--- src/rtl/psg_pkg.sv ---
// psg_pkg: shared constants, volume tables and register map helpers for the multi-channel PSG
package psg_pkg;
  localparam int ADDR_W = 5;
  localparam int SH_C = 3;
  localparam int SH_AT = 2;
  localparam int SH_AL = 1;
  localparam int SH_H = 0;
  typedef enum logic [1:0] {ATTACK, DECAY, HOLD} env_st_t;
  localparam logic [7:0] AY [16] = '{
    8'h00, 8'h03, 8'h04, 8'h06, 8'h0a, 8'h0f, 8'h15, 8'h22,
    8'h28, 8'h41, 8'h5b, 8'h72, 8'h90, 8'hb5, 8'hd7, 8'hff};
  localparam logic [7:0] YM [32] = '{
    8'h00, 8'h01, 8'h01, 8'h02, 8'h02, 8'h03, 8'h03, 8'h04,
    8'h06, 8'h07, 8'h09, 8'h0a, 8'h0c, 8'h0e, 8'h11, 8'h13,
    8'h17, 8'h1b, 8'h20, 8'h25, 8'h2c, 8'h35, 8'h3e, 8'h47,
    8'h54, 8'h66, 8'h77, 8'h88, 8'ha1, 8'hc0, 8'he0, 8'hff};
  function automatic int reg_noise(int n); return 2 * n; endfunction
  function automatic int reg_tdis(int n); return 2 * n + 1; endfunction
  function automatic int reg_ndis(int n); return 2 * n + 2; endfunction
  function automatic int reg_vol(int n, int i); return 2 * n + 3 + i; endfunction
  function automatic int reg_envl(int n); return 3 * n + 3; endfunction
  function automatic int reg_envh(int n); return 3 * n + 4; endfunction
  function automatic int reg_shape(int n); return 3 * n + 5; endfunction
  function automatic int reg_panl(int n); return 3 * n + 6; endfunction
  function automatic int reg_panr(int n); return 3 * n + 7; endfunction
endpackage

--- src/rtl/psg_if.sv ---
// psg_if: register write/read bus of the PSG
interface psg_if;
  logic WR;
  logic [psg_pkg::ADDR_W-1:0] ADDR;
  logic [7:0] DI;
  logic [7:0] DO;
  modport master (output WR, ADDR, DI, input DO);
  modport slave (input WR, ADDR, DI, output DO);
endinterface

--- src/rtl/psg_envelope.sv ---
// psg_envelope: envelope period counter and AY shape sequencer producing a 5-bit level
module psg_envelope import psg_pkg::*; #(
  parameter int ENV_W = 16
) (
  input  logic             clk,
  input  logic             rst,
  input  logic             ce,
  input  logic             tick8,
  input  logic             restart,
  input  logic [ENV_W-1:0] period,
  input  logic [3:0]       shape,
  output logic [4:0]       level
);
  env_st_t st, st_n;
  logic [ENV_W-1:0] cnt, last;
  logic [4:0] lvl_n;
  logic pend, rs, wrap, at_end;
  assign last = (period == '0) ? '0 : period - ENV_W'(1);
  assign wrap = cnt >= last;
  assign rs = ce && pend;
  always_ff @(posedge clk)
    if (rst) begin
      st <= HOLD;
      level <= '0;
      cnt <= '0;
      pend <= 1'b0;
    end else begin
      st <= st_n;
      level <= lvl_n;
      pend <= restart | (pend & ~ce);
      cnt <= rs ? '0 : tick8 ? (wrap ? '0 : cnt + ENV_W'(1)) : cnt;
    end
  // at the end of a ramp: alternate keeps the peak for one more step, sawtooth jumps
  always_comb begin
    st_n = st;
    lvl_n = level;
    at_end = (st == ATTACK) ? (level == 5'd31) : (level == 5'd0);
    if (rs) begin
      st_n = shape[SH_AT] ? ATTACK : DECAY;
      lvl_n = shape[SH_AT] ? 5'd0 : 5'd31;
    end else if (tick8 && wrap && st != HOLD) begin
      if (!at_end) lvl_n = (st == ATTACK) ? level + 5'd1 : level - 5'd1;
      else if (!shape[SH_C]) begin
        st_n = HOLD;
        lvl_n = 5'd0;
      end else if (shape[SH_H]) begin
        st_n = HOLD;
        lvl_n = shape[SH_AL] ? ~level : level;
      end else if (shape[SH_AL]) st_n = (st == ATTACK) ? DECAY : ATTACK;
      else lvl_n = ~level;
    end
  end
endmodule

--- src/rtl/psg_multi.sv ---
// psg_multi: NCH-channel AY/YM-style PSG with shared noise and envelope, per-channel and panned outputs
module psg_multi import psg_pkg::*; #(
  parameter int NCH = 3,
  parameter int TONE_W = 12,
  parameter int ENV_W = 16,
  localparam int SUM_W = 8 + $clog2(NCH + 1)
) (
  input  logic             CLK,
  input  logic             RESET,
  input  logic             CE,
  input  logic             MODE,
  psg_if.slave             bus,
  output logic [NCH*8-1:0] CH_OUT,
  output logic [SUM_W-1:0] OUT_L,
  output logic [SUM_W-1:0] OUT_R
);
  localparam logic [ADDR_W-1:0] A_NOISE = ADDR_W'(reg_noise(NCH));
  localparam logic [ADDR_W-1:0] A_TDIS = ADDR_W'(reg_tdis(NCH));
  localparam logic [ADDR_W-1:0] A_NDIS = ADDR_W'(reg_ndis(NCH));
  localparam logic [ADDR_W-1:0] A_ENVL = ADDR_W'(reg_envl(NCH));
  localparam logic [ADDR_W-1:0] A_ENVH = ADDR_W'(reg_envh(NCH));
  localparam logic [ADDR_W-1:0] A_SHAPE = ADDR_W'(reg_shape(NCH));
  localparam logic [ADDR_W-1:0] A_PANL = ADDR_W'(reg_panl(NCH));
  localparam logic [ADDR_W-1:0] A_PANR = ADDR_W'(reg_panr(NCH));
  localparam logic [7:0] THI_M = 8'((1 << (TONE_W - 8)) - 1);
  localparam logic [7:0] EHI_M = 8'((1 << (ENV_W - 8)) - 1);
  logic [7:0] tlo [NCH];
  logic [7:0] thi [NCH];
  logic [4:0] vol [NCH];
  logic [TONE_W-1:0] tcnt [NCH];
  logic [TONE_W-1:0] tper [NCH];
  logic [TONE_W-1:0] tlast [NCH];
  logic [4:0] lvl [NCH];
  logic [7:0] elo, ehi;
  logic [4:0] nper, ncnt, nlast, env;
  logic [3:0] shape, pre;
  logic [NCH-1:0] tdis, ndis, panl, panr, tone;
  logic [16:0] lfsr;
  logic [SUM_W-1:0] sum_l, sum_r;
  logic tick8, tick16;
  assign tick8 = CE && pre[2:0] == 3'd7;
  assign tick16 = CE && pre == 4'd15;
  assign nlast = (nper == '0) ? '0 : nper - 5'd1;
  always_ff @(posedge CLK)
    if (RESET) begin
      for (int i = 0; i < NCH; i++) begin
        tlo[i] <= '0;
        thi[i] <= '0;
        vol[i] <= '0;
      end
      nper <= '0;
      tdis <= '1;
      ndis <= '1;
      panl <= '1;
      panr <= '1;
      elo <= '0;
      ehi <= '0;
      shape <= '0;
    end else if (bus.WR) begin
      for (int i = 0; i < NCH; i++) begin
        if (bus.ADDR == ADDR_W'(2 * i)) tlo[i] <= bus.DI;
        if (bus.ADDR == ADDR_W'(2 * i + 1)) thi[i] <= bus.DI & THI_M;
        if (bus.ADDR == ADDR_W'(reg_vol(NCH, i))) vol[i] <= bus.DI[4:0];
      end
      if (bus.ADDR == A_NOISE) nper <= bus.DI[4:0];
      if (bus.ADDR == A_TDIS) tdis <= bus.DI[NCH-1:0];
      if (bus.ADDR == A_NDIS) ndis <= bus.DI[NCH-1:0];
      if (bus.ADDR == A_ENVL) elo <= bus.DI;
      if (bus.ADDR == A_ENVH) ehi <= bus.DI & EHI_M;
      if (bus.ADDR == A_SHAPE) shape <= bus.DI[3:0];
      if (bus.ADDR == A_PANL) panl <= bus.DI[NCH-1:0];
      if (bus.ADDR == A_PANR) panr <= bus.DI[NCH-1:0];
    end
  always_ff @(posedge CLK)
    if (RESET) begin
      pre <= '0;
      ncnt <= '0;
      lfsr <= 17'd1;
      tone <= '0;
      for (int i = 0; i < NCH; i++) tcnt[i] <= '0;
    end else if (CE) begin
      pre <= pre + 4'd1;
      for (int i = 0; i < NCH; i++)
        if (tick8) begin
          tcnt[i] <= (tcnt[i] >= tlast[i]) ? '0 : tcnt[i] + TONE_W'(1);
          if (tcnt[i] >= tlast[i]) tone[i] <= ~tone[i];
        end
      if (tick16) begin
        ncnt <= (ncnt >= nlast) ? '0 : ncnt + 5'd1;
        if (ncnt >= nlast) lfsr <= {lfsr[0] ^ lfsr[3], lfsr[16:1]};
      end
    end
  psg_envelope #(.ENV_W(ENV_W)) u_env (
    .clk(CLK), .rst(RESET), .ce(CE), .tick8(tick8),
    .restart(bus.WR && bus.ADDR == A_SHAPE),
    .period(ENV_W'({ehi, elo})), .shape(shape), .level(env)
  );
  always_comb
    for (int i = 0; i < NCH; i++) begin
      tper[i] = TONE_W'({thi[i], tlo[i]});
      tlast[i] = (tper[i] == '0) ? '0 : tper[i] - TONE_W'(1);
      lvl[i] = ((tdis[i] | tone[i]) & (ndis[i] | lfsr[0])) ?
               (vol[i][4] ? env : {vol[i][3:0], vol[i][3]}) : 5'd0;
    end
  always_comb begin
    sum_l = '0;
    sum_r = '0;
    for (int i = 0; i < NCH; i++) begin
      sum_l = sum_l + (panl[i] ? SUM_W'(CH_OUT[8*i+:8]) : SUM_W'(0));
      sum_r = sum_r + (panr[i] ? SUM_W'(CH_OUT[8*i+:8]) : SUM_W'(0));
    end
  end
  always_ff @(posedge CLK)
    if (RESET) begin
      CH_OUT <= '0;
      OUT_L <= '0;
      OUT_R <= '0;
    end else begin
      for (int i = 0; i < NCH; i++) CH_OUT[8*i+:8] <= MODE ? AY[lvl[i][4:1]] : YM[lvl[i]];
      OUT_L <= sum_l;
      OUT_R <= sum_r;
    end
  always_comb begin
    bus.DO = 8'hFF;
    for (int i = 0; i < NCH; i++) begin
      if (bus.ADDR == ADDR_W'(2 * i)) bus.DO = tlo[i];
      if (bus.ADDR == ADDR_W'(2 * i + 1)) bus.DO = thi[i];
      if (bus.ADDR == ADDR_W'(reg_vol(NCH, i))) bus.DO = {3'b0, vol[i]};
    end
    if (bus.ADDR == A_NOISE) bus.DO = {3'b0, nper};
    if (bus.ADDR == A_TDIS) bus.DO = 8'(tdis);
    if (bus.ADDR == A_NDIS) bus.DO = 8'(ndis);
    if (bus.ADDR == A_ENVL) bus.DO = elo;
    if (bus.ADDR == A_ENVH) bus.DO = ehi;
    if (bus.ADDR == A_SHAPE) bus.DO = {4'b0, shape};
    if (bus.ADDR == A_PANL) bus.DO = 8'(panl);
    if (bus.ADDR == A_PANR) bus.DO = 8'(panr);
  end
endmodule

--- src/flat_wrapper.sv ---
// flat-port wrapper written by rule: the top's interface ports become plain ports
module psg_multi_flat import psg_pkg::*;
#(
  parameter int NCH = 3,
  parameter int TONE_W = 12,
  parameter int ENV_W = 16,
  localparam int SUM_W = 8 + $clog2(NCH + 1)
)
  (CLK, RESET, CE, MODE, CH_OUT, OUT_L, OUT_R, bus_WR, bus_ADDR, bus_DI, bus_DO);
  psg_if bus_i ();
  input  logic CLK;
  input  logic RESET;
  input  logic CE;
  input  logic MODE;
  output logic [NCH*8-1:0] CH_OUT;
  output logic [SUM_W-1:0] OUT_L;
  output logic [SUM_W-1:0] OUT_R;
  input wire logic [$bits(bus_i.WR)-1:0] bus_WR;
  input wire logic [$bits(bus_i.ADDR)-1:0] bus_ADDR;
  input wire logic [$bits(bus_i.DI)-1:0] bus_DI;
  output wire logic [$bits(bus_i.DO)-1:0] bus_DO;
  assign bus_i.WR = bus_WR;
  assign bus_i.ADDR = bus_ADDR;
  assign bus_i.DI = bus_DI;
  assign bus_DO = bus_i.DO;
  psg_multi #(.NCH(NCH), .TONE_W(TONE_W), .ENV_W(ENV_W)) u_core (.CLK(CLK), .RESET(RESET), .CE(CE), .MODE(MODE), .bus(bus_i), .CH_OUT(CH_OUT), .OUT_L(OUT_L), .OUT_R(OUT_R));
endmodule
--- config.mk ---
export PLATFORM = sky130hd
export DESIGN_NAME = psg_multi_flat
export DESIGN_NICKNAME = d
export VERILOG_FILES = /design/src/rtl/psg_pkg.sv /design/src/rtl/psg_if.sv /design/src/rtl/psg_envelope.sv /design/src/rtl/psg_multi.sv /design/src/flat_wrapper.sv
export SDC_FILE = /design/constraint.sdc
export NUM_CORES = 1
export LEC_CHECK = 0
export CORE_MARGIN = 3
export CORE_UTILIZATION = 45
export DETAILED_ROUTE_END_ITERATION = 16
export GPL_TIMING_DRIVEN = 0
export SLEW_MARGIN = 20
export SYNTH_ARGS = -nofsm -noshare
export SYNTH_HDL_FRONTEND = slang
export SYNTH_SLANG_ARGS = --single-unit
--- constraint.sdc ---
create_clock -name CLK -period 4.7 [get_ports CLK]
set_input_delay 0.705 -clock CLK [delete_from_list [all_inputs] [get_ports CLK]]
set_output_delay 0.705 -clock CLK [all_outputs]
set_load 0.01 [all_outputs]
# Word level (Yosys, flattened, before mapping)
# Memories as Yosys holds them, arrays and structs flattened.
# Cells that the tools add are included.
totals:
  register_bits: 134
  ram_bits: 87
  rom_bits: 1152
  input_bits: 18
  out_inout_bits: 52
  elab_cells: 275
  n_memories: 10
op_classes:
  add_sub_neg: 17
  n_lt_le_gt_ge: 11
  n_eq_ne: 23
  mux: 126
  bitwise: 35
  n_reduce_logical: 32
mem_list:
  columns: ["name", "words", "word_bits", "rd", "rd_ports_with_merged_regs", "write_ports", "line", "rtl"]
  rows:
  - ["(no name shown)", 32, 8, 1, 0, 0, "psg_multi.sv:119", "for (int i = 0; i < NCH; i++) CH_OUT[8*i+:8] <= MODE ? AY[lvl[i][4:1]] : YM[lvl[i]];"]
  - ["(no name shown)", 32, 8, 1, 0, 0, "psg_multi.sv:119", null]
  - ["(no name shown)", 32, 8, 1, 0, 0, "psg_multi.sv:119", null]
  - ["(no name shown)", 16, 8, 1, 0, 0, "psg_multi.sv:119", null]
  - ["(no name shown)", 16, 8, 1, 0, 0, "psg_multi.sv:119", null]
  - ["(no name shown)", 16, 8, 1, 0, 0, "psg_multi.sv:119", null]
  - ["+4 memories", null, null, null, null, null, null, null]
ops:
  columns: ["operator", "count"]
  rows:
  - ["8-bit 2-to-1 mux", 41]
  - ["12-bit 2-to-1 mux", 9]
  - ["5-bit 2-to-1 mux", 20]
  - ["1-bit 2-to-1 mux", 45]
  - ["10-bit adder", 4]
  - ["5-bit by 4-bit == test with 1-bit output (second input constant)", 8]
  - ["12-bit by 1-bit adder with 12-bit output (second input constant)", 3]
  - ["12-bit greater-or-equal comparator", 3]
  - ["12-bit zero test", 3]
  - ["12-bit by 1-bit subtractor with 12-bit output (second input constant)", 3]
  - ["16-bit 2-to-1 mux", 2]
  - ["5-bit by 3-bit == test with 1-bit output (second input constant)", 4]
  - ["1-bit OR", 19]
  - ["6-bit greater-or-equal comparator (second input constant)", 3]
  - ["5-bit inverter with 6-bit output", 3]
  - ["2-bit AND reduction", 9]
  - ["3-bit AND reduction", 6]
  - ["16-bit by 1-bit adder with 16-bit output (second input constant)", 1]
  - ["16-bit greater-or-equal comparator", 1]
  - ["16-bit zero test", 1]
  - ["16-bit by 1-bit subtractor with 16-bit output (second input constant)", 1]
  - ["5-bit greater-or-equal comparator (second input constant)", 3]
  - ["5-bit zero test", 3]
  - ["4-bit inverter with 5-bit output", 3]
  - ["22 further kinds", 46]

# Longest topological paths before layout
# Gate-level depths: netlist of run 1.
logic_depth:
  ltp_word: 18
  ltp_mapped: 15
  ltp_nobuf: 14

# Modules after synthesis
# From an unflattened synthesis of run 1, not the netlist that was laid out.
hier_totals:
  hier_cells: 1848
  area_unflattened_um2: 15867.7
modules_own_cells:
  columns: ["module", "n_inst", "cells_per_inst", "area_per_inst_um2", "seq_area_each_um2"]
  rows:
  - ["psg_multi", 1, 1600, 13880.8, 4814.6]
  - ["psg_envelope", 1, 248, 1986.9, 480.5]

# Least setup slack after synthesis of run 1
# No wires, ideal clock.
synth_path:
  path_kind: "register -> register"
  from: "mem u_core.tlo[1][0], in the netlist u_core.tlo[0][8]"
  to: "mem u_core.tcnt[1][1], in the netlist u_core.tcnt[0][13], data pin"
  setup_time_ns: 0.207
  t_arrival_ns: 3.392
  path_slack_ns: 1.101
  stages_incl_launch_ff: 15
  path_buffers: 1
  period_less_slack_ns: 3.599
  path_cell_list: "edfxtp_1 inv_1 ha_1 nand2b_1 or4_1 nor4_1 nand2_1 nand2_1 ha_1 a21o_1 a2111oi_0 o21a_1 o21ai_0 clkbuf_1 a2111oi_0"
synth_lines:
  columns: ["item", "line", "rtl"]
  rows:
  - ["from (decl)", "psg_multi.sv:27", "logic [7:0] tlo [NCH];"]
  - ["to (decl)", "psg_multi.sv:30", "logic [TONE_W-1:0] tcnt [NCH];"]

# Final worst setup path of run 1
layout_path:
  from: "in bus_ADDR[3]"
  to: "out bus_DO[1]"
layout_via:
  elab_chain_len: 18
  word_cells_on_any_way: 34
  classes_between: "eq/ne: 16; mux: 17; reduce/logical: 1"
layout_lines:
  columns: ["item", "line", "rtl"]
  rows:
  - ["from (decl)", "flat_wrapper.sv:19", "input wire logic [$bits(bus_i.ADDR)-1:0] bus_ADDR;"]
  - ["5-bit zero test", "psg_multi.sv:126", "if (bus.ADDR == ADDR_W'(2 * i)) bus.DO = tlo[i];"]
  - ["8-bit 2-to-1 mux", "psg_multi.sv:126", null]
  - ["8-bit 2-to-1 mux", "psg_multi.sv:127", "if (bus.ADDR == ADDR_W'(2 * i + 1)) bus.DO = thi[i];"]
  - ["8-bit 2-to-1 mux", "psg_multi.sv:128", "if (bus.ADDR == ADDR_W'(reg_vol(NCH, i))) bus.DO = {3'b0, vol[i]};"]
  - ["8-bit 2-to-1 mux", "psg_multi.sv:126", null]
  - ["8-bit 2-to-1 mux", "psg_multi.sv:127", null]
  - ["8-bit 2-to-1 mux", "psg_multi.sv:128", null]
  - ["8-bit 2-to-1 mux", "psg_multi.sv:126", null]
  - ["[... 2 more ...]", null, null]
  - ["8-bit 2-to-1 mux", "psg_multi.sv:130", "if (bus.ADDR == A_NOISE) bus.DO = {3'b0, nper};"]
  - ["8-bit 2-to-1 mux", "psg_multi.sv:131", "if (bus.ADDR == A_TDIS) bus.DO = 8'(tdis);"]
  - ["8-bit 2-to-1 mux", "psg_multi.sv:132", "if (bus.ADDR == A_NDIS) bus.DO = 8'(ndis);"]
  - ["8-bit 2-to-1 mux", "psg_multi.sv:133", "if (bus.ADDR == A_ENVL) bus.DO = elo;"]
  - ["8-bit 2-to-1 mux", "psg_multi.sv:134", "if (bus.ADDR == A_ENVH) bus.DO = ehi;"]
  - ["8-bit 2-to-1 mux", "psg_multi.sv:135", "if (bus.ADDR == A_SHAPE) bus.DO = {4'b0, shape};"]
  - ["8-bit 2-to-1 mux", "psg_multi.sv:136", "if (bus.ADDR == A_PANL) bus.DO = 8'(panl);"]
  - ["8-bit 2-to-1 mux (*)", "psg_multi.sv:137", "if (bus.ADDR == A_PANR) bus.DO = 8'(panr);"]
  - ["to (decl)", "flat_wrapper.sv:21", "output wire logic [$bits(bus_i.DO)-1:0] bus_DO;"]
# Mark *: on every way between the ends. The rest lies on a longest branch, timed or not.

==> results of run 1 <==
[flip-flops by register name, indices dropped and copies added (netlist names), 12 cells and up]
| signal | flops |
|---|---|
| u_core.thi | 12 |
| u_core.CH_OUT | 24 |
| u_core.vol | 15 |
| u_core.tlo | 24 |
| u_core.tcnt | 36 |
| u_core.u_env.cnt | 16 |
| u_core.lfsr | 17 |
[synth_stat cells, drive strengths merged (44+ instances only)]
master / n
nand2: 206
nor3: 71
nor2: 137
o21ai: 90
nand3: 99
inv: 71
clkbuf: 74
a21oi: 122
and2: 47
edfxtp: 87
dfxtp: 134
a2111oi: 44
ha: 117
xor2: 58
mux2i: 57
[power by group]
part           switching [mW]  internal [mW]
Clock                   0.823           1.32
Combinational           0.549          0.366
Sequential             0.0885           2.07
Total                    1.46           3.75
[layout make-up]
| class | instances | area, um2 | share of cell area [%] |
|---|---|---|---|
| sequential | 221 | 5300 | 29.8 |
| clock buffer | 42 | 871 | 4.91 |
| timing repair buffer | 68 | 696 | 3.92 |
| multi-input combinational | 1416 | 9590 | 54.0 |
| clock inverter | 6 | 62.6 | 0.353 |
| tap | 448 | 561 | 3.16 |
| buffer | 98 | 404 | 2.28 |
| inverter | 71 | 267 | 1.50 |
[through the flow]
step / util, % / hold WS [ns] / TNS, ns / setup slack (ns)
2_1_floorplan: - / 0.440 / 0 / 1.10
3_3_place_gp: 49.5 / 0.449 / -0.708 / -0.403
3_5_place_dp: 49.6 / 0.456 / -0.378 / -0.316
4_1_cts: 52.5 / 0.461 / 0 / 0.0412
5_1_grt: 52.5 / 0.485 / -0.0216 / -0.0216
6_report: 52.5 / 0.455 / -0.00747 / -0.00747
[timing repair]
action / in CTS / in global routing
gates cloned: 0 / 0
endpoints found under the setup margin: 3 / 24
resized for setup: 5 / 8
hold buffers: 0 / 0
[worst reg2reg max path, stage by stage (launching register included)]
cell       delay (ns)
dfxtp_1          0.39
nor4_1           0.47
nor2b_1          0.24
nand2_1          0.16
nor4b_1          0.38
xor2_1           0.20
nand2_1          0.07
ha_1             0.32
and4_1           0.22
a2111oi_1        0.46
nand2_1          0.10
o211ai_1         0.42
buf_4            0.28
o21ai_2          0.12
buf_2            0.23
nor2_1           0.12
[layer usage]
layer	share of wire, %	global-route usage (%)
met1	45	37.2
met5	0	0
met3	6.8	3.76
met2	44	42.4
met4	3.7	9.12
[logic make-up (layout without fill, tap and decap cells)]
| kind of cell | Yosys count | count (layout) |
|---|---|---|
| flip-flops | 221 | 221 |
| XOR/XNOR | 94 | 94 |
| adder cells (fa/ha/maj) | 136 | 136 |
| buffers and inverters | 169 | 285 |
| AO/OA/AOI/OAI | 430 | 430 |
| AND/OR/NAND/NOR | 684 | 684 |
| multiplexers | 72 | 72 |
[final timing paths]
kind,start,end,slack (ns),cells after the start
hold / removal,u_core.lfsr[7],u_core.lfsr[6],0.45,2
hold reg to reg,u_core.lfsr[7],u_core.lfsr[6],0.45,2
setup reg to reg,u_core.elo[2],u_core.u_env.cnt[13],0.46,15
setup / recovery,bus_ADDR[3],bus_DO[1],-0.007,10
==> impl_metrics.csv, run 1 <==
group,metric,value,unit
floorplan,initial_utilization,45.9,%
synthesis,syn_inst,1806,
global_route,grt_usage,26.6,%
sta,worst_pin_slew,0.972,ns
floorplan,rows,67,
synthesis,synthXorXnorAreaFrac,5.31,%
synthesis,synth_edf_count,87,
clocking,htreeDepth,1,
synthesis,yosys.area_share.adder,11.9,%
global_route,grt_pass1_wl,77500,um
clocking,cts_made_buffers,26,
final_layout,area_delta_synth_final,14.5,%
clocking,cts_tree,"done",
clocking,cts.sinks,221,
final_layout,drive_above_1_share,6.19,%
critical_path,slowest_stage,"clkdlybuf4s50_1",
power,power,5.21,mW
floorplan,ios,70,
synthesis,avgSynthCellArea,8.58,um2
synthesis,synthDistinctLibCells,73,
synthesis,synth.area.top_cells,"dfxtp_1 17%, edfxtp_1 17%, ha_1 9.4%",
sta,fin_ws,-0.00747,ns
sta,rsz0062_at_grt,"true",
synthesis,netlist_area,15500,um2
floorplan,fp.dieW,192,um
critical_path,required,3.99,ns
placement,hpwlAfterDp,37500,um
synthesis,synth-compound-area-share,18.3,%
critical_path,path_max_fanout,10,
clocking,clock-root-buffer,"clkbuf_16",
synthesis,synth.largest_area_cell,"dfxtp_1",
power,ir_worst_vdd,0.254,mV
critical_path,crit_chain,"clkdlybuf4s50_1 > clkbuf_2 > buf_2 > nand2b_1 > o22ai_1 > a21oi_1 > o31ai_1 > a21o_1 > a211oi_2 > clkdlybuf4s50_1",
synthesis,yosys_warnings,0,
placement,placed_cells,2322,
final_layout,instances_no_fill,2370,
sta,fin_crit,4.71,ns
critical_path,path_class,"primary input to output pin",
final_layout,final_common_cell,"nand2_1",
synthesis,async_reset_ff_share,0,%
synthesis,yosys.area_share.simple,21.2,%
sta,timing.final.crit_share,100,%
synthesis,yosysSeqAreaShare,34.2,%
synthesis,synth_flop_cell,"dfxtp_1",
critical_path,path_delay_family,"buffers and inverters",
critical_path,path_common_cell,"clkdlybuf4s50_1",
critical_path,arrival,4.00,ns
clocking,path_clk_slew,0.06,ns
power,p_leak,6.97,nW
final_layout,fin_area,17700,um2
sta,relSlewSlack,34.8,%
sta,setup_violations,1,
placement,place_area,16800,um2
global_route,grt_remaining_overflow,0,
drt,routed_wl,49300,um
final_layout,fill_cells,3170,
placement,port_buffers,66,
floorplan,fp.dieArea,36700,um2
floorplan,dieHeight,192,um
synthesis,synth_top_area_share,17.3,%
power,power_density,294,nW/um2
global_route,grt_pass1_vias,13900,
job,maxCapViolCount,0,
clocking,clock_latency,0.54,ns
critical_path,start_kind,"primary input",
drt,final_antenna_net_count,0,
global_route,grt_max_degree,22,
final_layout,num_antenna_cells,0,
critical_path,crit_buf_inv,4,
hold_path,hold_class,"flip-flop to flip-flop",
clocking,ctsLongestPathBuffers,3,
placement,gp_congestion,0.951,
outcome,violations,"negative setup slack",
clocking,post-cts-setup-buffer-count,0,
drt,drc,0,
outcome,status,"finished, violations left",
sta,hold_viol_final,0,
critical_path,worst_setup_path_end_kind,"output pin",
synthesis,ys_seq_elements,221,
synthesis,syn-num-nets,1960,
global_route,antenna_found_initial,0,
final_layout,nNetsFinal,2056,
sta,slew_viol_final,0,
sta,max_freq,0.212,GHz
drt,drtPass1Iterations,6,
drt,via_per_inst,5.99,
drt,drt_iter0_drc,1360,
final_layout,layout_common_cells,"202 x nand2_1, 135 x nor2_1, 134 x dfxtp_1, 122 x a21oi_1, 117 x ha_1",
drt,wl_per_cell,20.8,um
critical_path,slowest_delay,0.64,ns
drt,dr_total_vias,14200,
synthesis,synth_top_family_by_area,"simple AND/OR/NAND/NOR gates",
synthesis,muxShareOfSynthArea,4.77,%
floorplan,design.core.area,33800,um2
sta,fin_worst_skew,0.0154,ns
Note: power is estimated with default switching activity, not from simulation.
==> run 2: changes to the inputs <==
Settings changed: CORE_UTILIZATION 45 to 62, PLACE_DENSITY set to 0.81.
==> run 2 against run 1 <==
  * The flow now finishes without violations
  * Die area down 27%
  * Wire length down 2.8%
  * Non-clock buffer count down 1
  * Largest power group unchanged
  * Register-to-register slack worse by 0.10 ns
  * Highest routed layer unchanged
  * Sequential cell count unchanged
  * Design area down 1.6%
  * Clock skew down 0.0011 ns
==> impl_metrics.csv, run 2 (synthesis results as in run 1) <==
group,metric,value,unit
outcome,status,"completed",
final_layout,layout_common_cells,"202 x nand2_1, 136 x nor2_1, 134 x dfxtp_1, 122 x a21oi_1, 117 x ha_1",
critical_path,slowest_delay,0.62,ns
power,comb_power_share,18.2,%
final_layout,top_register,"u_core.tcnt",
clocking,clock-root-buffer,"clkbuf_16",
sta,slew_viol_final,0,
final_layout,area_delta_synth_final,12.7,%
floorplan,design.core.area,24500,um2
power,power,5.08,mW
global_route,grt_pass1_wl,74300,um
power,power_density,291,nW/um2
job,maxCapViolCount,0,
critical_path,path_max_fanout,10,
clocking,clock_latency,0.54,ns
clocking,cts.sinks,221,
critical_path,rr_startpoint,"u_core.tlo[0][5]",
sta,worst_pin_slew,1.04,ns
placement,gp_congestion,1.01,
drt,wl_per_cell,21.4,um
drt,routed_wl,47900,um
drt,dr_total_vias,14600,
critical_path,slowest_stage,"clkdlybuf4s50_1",
sta,setup_violations,0,
clocking,ctsLongestPathBuffers,3,
power,p_leak,6.91,nW
sta,fin_worst_skew,0.0142,ns
clocking,htreeDepth,1,
sta,fin_crit,4.70,ns
final_layout,fill_cells,1946,
floorplan,rows,57,
hold_path,hold_path.startpoint,"u_core.lfsr[13]",
critical_path,path_common_cell,"clkdlybuf4s50_1",
critical_path,start_kind,"primary input",
clocking,hold_buffers,0,
critical_path,worst_setup_path_end_kind,"output pin",
clocking,post-cts-setup-buffer-count,0,
global_route,grt_max_degree,22,
final_layout,largest_register_ffs,36,
clocking,cts_resized,3,
placement,place_area,16600,um2
floorplan,ios,70,
sta,timing.final.crit_share,99.9,%
power,p_seq_share,42.3,%
critical_path,rrSetupSlack,0.36,ns
clocking,path_clk_slew,0.06,ns
final_layout,final_common_cell,"nand2_1",
sta,hold_viol_final,0,
floorplan,fp.dieW,164,um
floorplan,dieHeight,164,um
drt,drtPass1Iterations,7,
critical_path,crit_chain,"clkdlybuf4s50_1 > clkbuf_1 > buf_2 > nor2b_1 > a22oi_1 > o21ai_0 > o22ai_1 > o211a_1 > nor3_1 > clkdlybuf4s50_1",
power,ir_worst_vdd,0.318,mV
power,pwr-share-clk,39.5,%
critical_path,required,3.99,ns
drt,drc,0,
power,p_sw,1.45,mW
critical_path,crit_buf_inv,4,
final_layout,multi_input_area,9580,um2
final_layout,reg.largest.list,"u_core.tcnt (36), u_core.CH_OUT (24), u_core.tlo (24)",
global_route,grt_remaining_overflow,0,
floorplan,initial_utilization,63.4,%
sta,max_freq,0.213,GHz
final_layout,nNetsFinal,2053,
critical_path,reg2regPathDepth,12,
placement,port_buffers,66,
critical_path,path_class,"primary input to output pin",
placement,hpwlAfterDp,35500,um
clocking,cts_tree,"done",
drt,via_per_inst,6.52,
hold_path,min_to,"u_core.lfsr[12]",
clocking,cts_made_buffers,24,
drt,final_antenna_net_count,0,
drt,drt_iter0_drc,1627,
critical_path,path_delay_family,"buffers and inverters",
power,p_int,3.63,mW
power,sw_frac_of_total,28.5,%
hold_path,holdPathStages,2,
global_route,grt_pass1_vias,14000,
hold_path,hold_class,"flip-flop to flip-flop",
critical_path,arrival,3.99,ns
global_route,antenna_found_initial,0,
critical_path,r2r_end,"u_core.tcnt[0][4]",
final_layout,ff_latch_area,5300,um2
floorplan,fp.dieArea,26900,um2
final_layout,drive_above_1_share,5.48,%
sta,relSlewSlack,29.7,%
final_layout,fin_area,17500,um2
global_route,grt_usage,34.6,%
-- run 2: cell count changes in the layout (fill, tap and decap cells not counted), sizes merged --
cell      previous run  this run
clkinv               3         7
bufinv               1         3
inv                 72        71
clkinvlp             1         0
buf                 26        24
diode                0         1
clkbuf             116       109
-- run 2: layout make-up --
class / count / area share [%]
diodes: 1 / 0.0143
clock buffers: 34 / 4.00
flip-flops and latches: 221 / 30.3
repair buffers: 67 / 3.94
clock inverters: 10 / 0.759
inverters: 71 / 1.53
plain buffers: 98 / 2.31
multi-input cells: 1416 / 54.8
well taps: 324 / 2.32
-- run 2: power groups by stage --
stage	Combinational [mW]	Clock [mW]	Sequential [mW]
2_1_floorplan	0.574	0	2.17
3_3_place_gp	0.878	0	2.19
3_5_place_dp	0.896	0	2.19
4_1_cts	0.906	2.00	2.15
5_1_grt	1.01	2.09	2.15
6_report	0.924	2.00	2.15
-- run 2: worst reg2reg max path: stages, from the launching register on --
cell and delay (ns):
edfxtp_1 0.47, nor3_1 0.29, nand3b_1 0.17, nor4_1 0.70
nand2_1 0.35, nand2_1 0.15, ha_1 0.25, a21o_1 0.18
a2111oi_0 0.39, o21a_1 0.23, o21ai_0 0.14, clkbuf_1 0.25
a2111oi_0 0.53
-- run 2: how the worst max path moves through the flow --
stage | startpoint | end | slack, ns | depth (start not counted)
2_1_floorplan | u_core.tlo[0][8] | u_core.tcnt[0][13] | 1.10 | 14
3_3_place_gp | bus_ADDR[0] | bus_DO[1] | -0.11 | 9
3_5_place_dp | bus_ADDR[0] | bus_DO[1] | -0.08 | 9
4_1_cts | bus_ADDR[3] | bus_DO[2] | 0.1 | 10
5_1_grt | bus_ADDR[3] | bus_DO[0] | -0.002 | 9
6_report | bus_ADDR[3] | bus_DO[3] | 0.003 | 10
-- run 2: routing by layer --
metal / part of all wire, % / routed length, um / GRT usage [%] / vias up
li1: - / - / - / 6762
met1: 42 / 20100 / 47.1 / 6969
met2: 45 / 21800 / 56.2 / 764
met3: 8.6 / 4100 / 5.09 / 126
met4: 4.1 / 1950 / 12.4 / 0
met5: 0 / 0 / 0 / -
-- run 2: stage by stage --
step | util [%] | setup WS, ns | instances | TNS [ns] | hold WS (ns)
5_1_grt | 71.4 | -0.00163 | 2241 | -0.00210 | 0.478
3_5_place_dp | 67.9 | -0.0836 | 2197 | -0.0836 | 0.455
3_3_place_gp | 67.7 | -0.113 | 2196 | -0.228 | 0.447
4_1_cts | 71.3 | 0.0974 | 2241 | 0 | 0.463
6_report | 71.4 | 0.00320 | 2242 | 0 | 0.460
2_1_floorplan | - | 1.10 | 1806 | 0 | 0.440
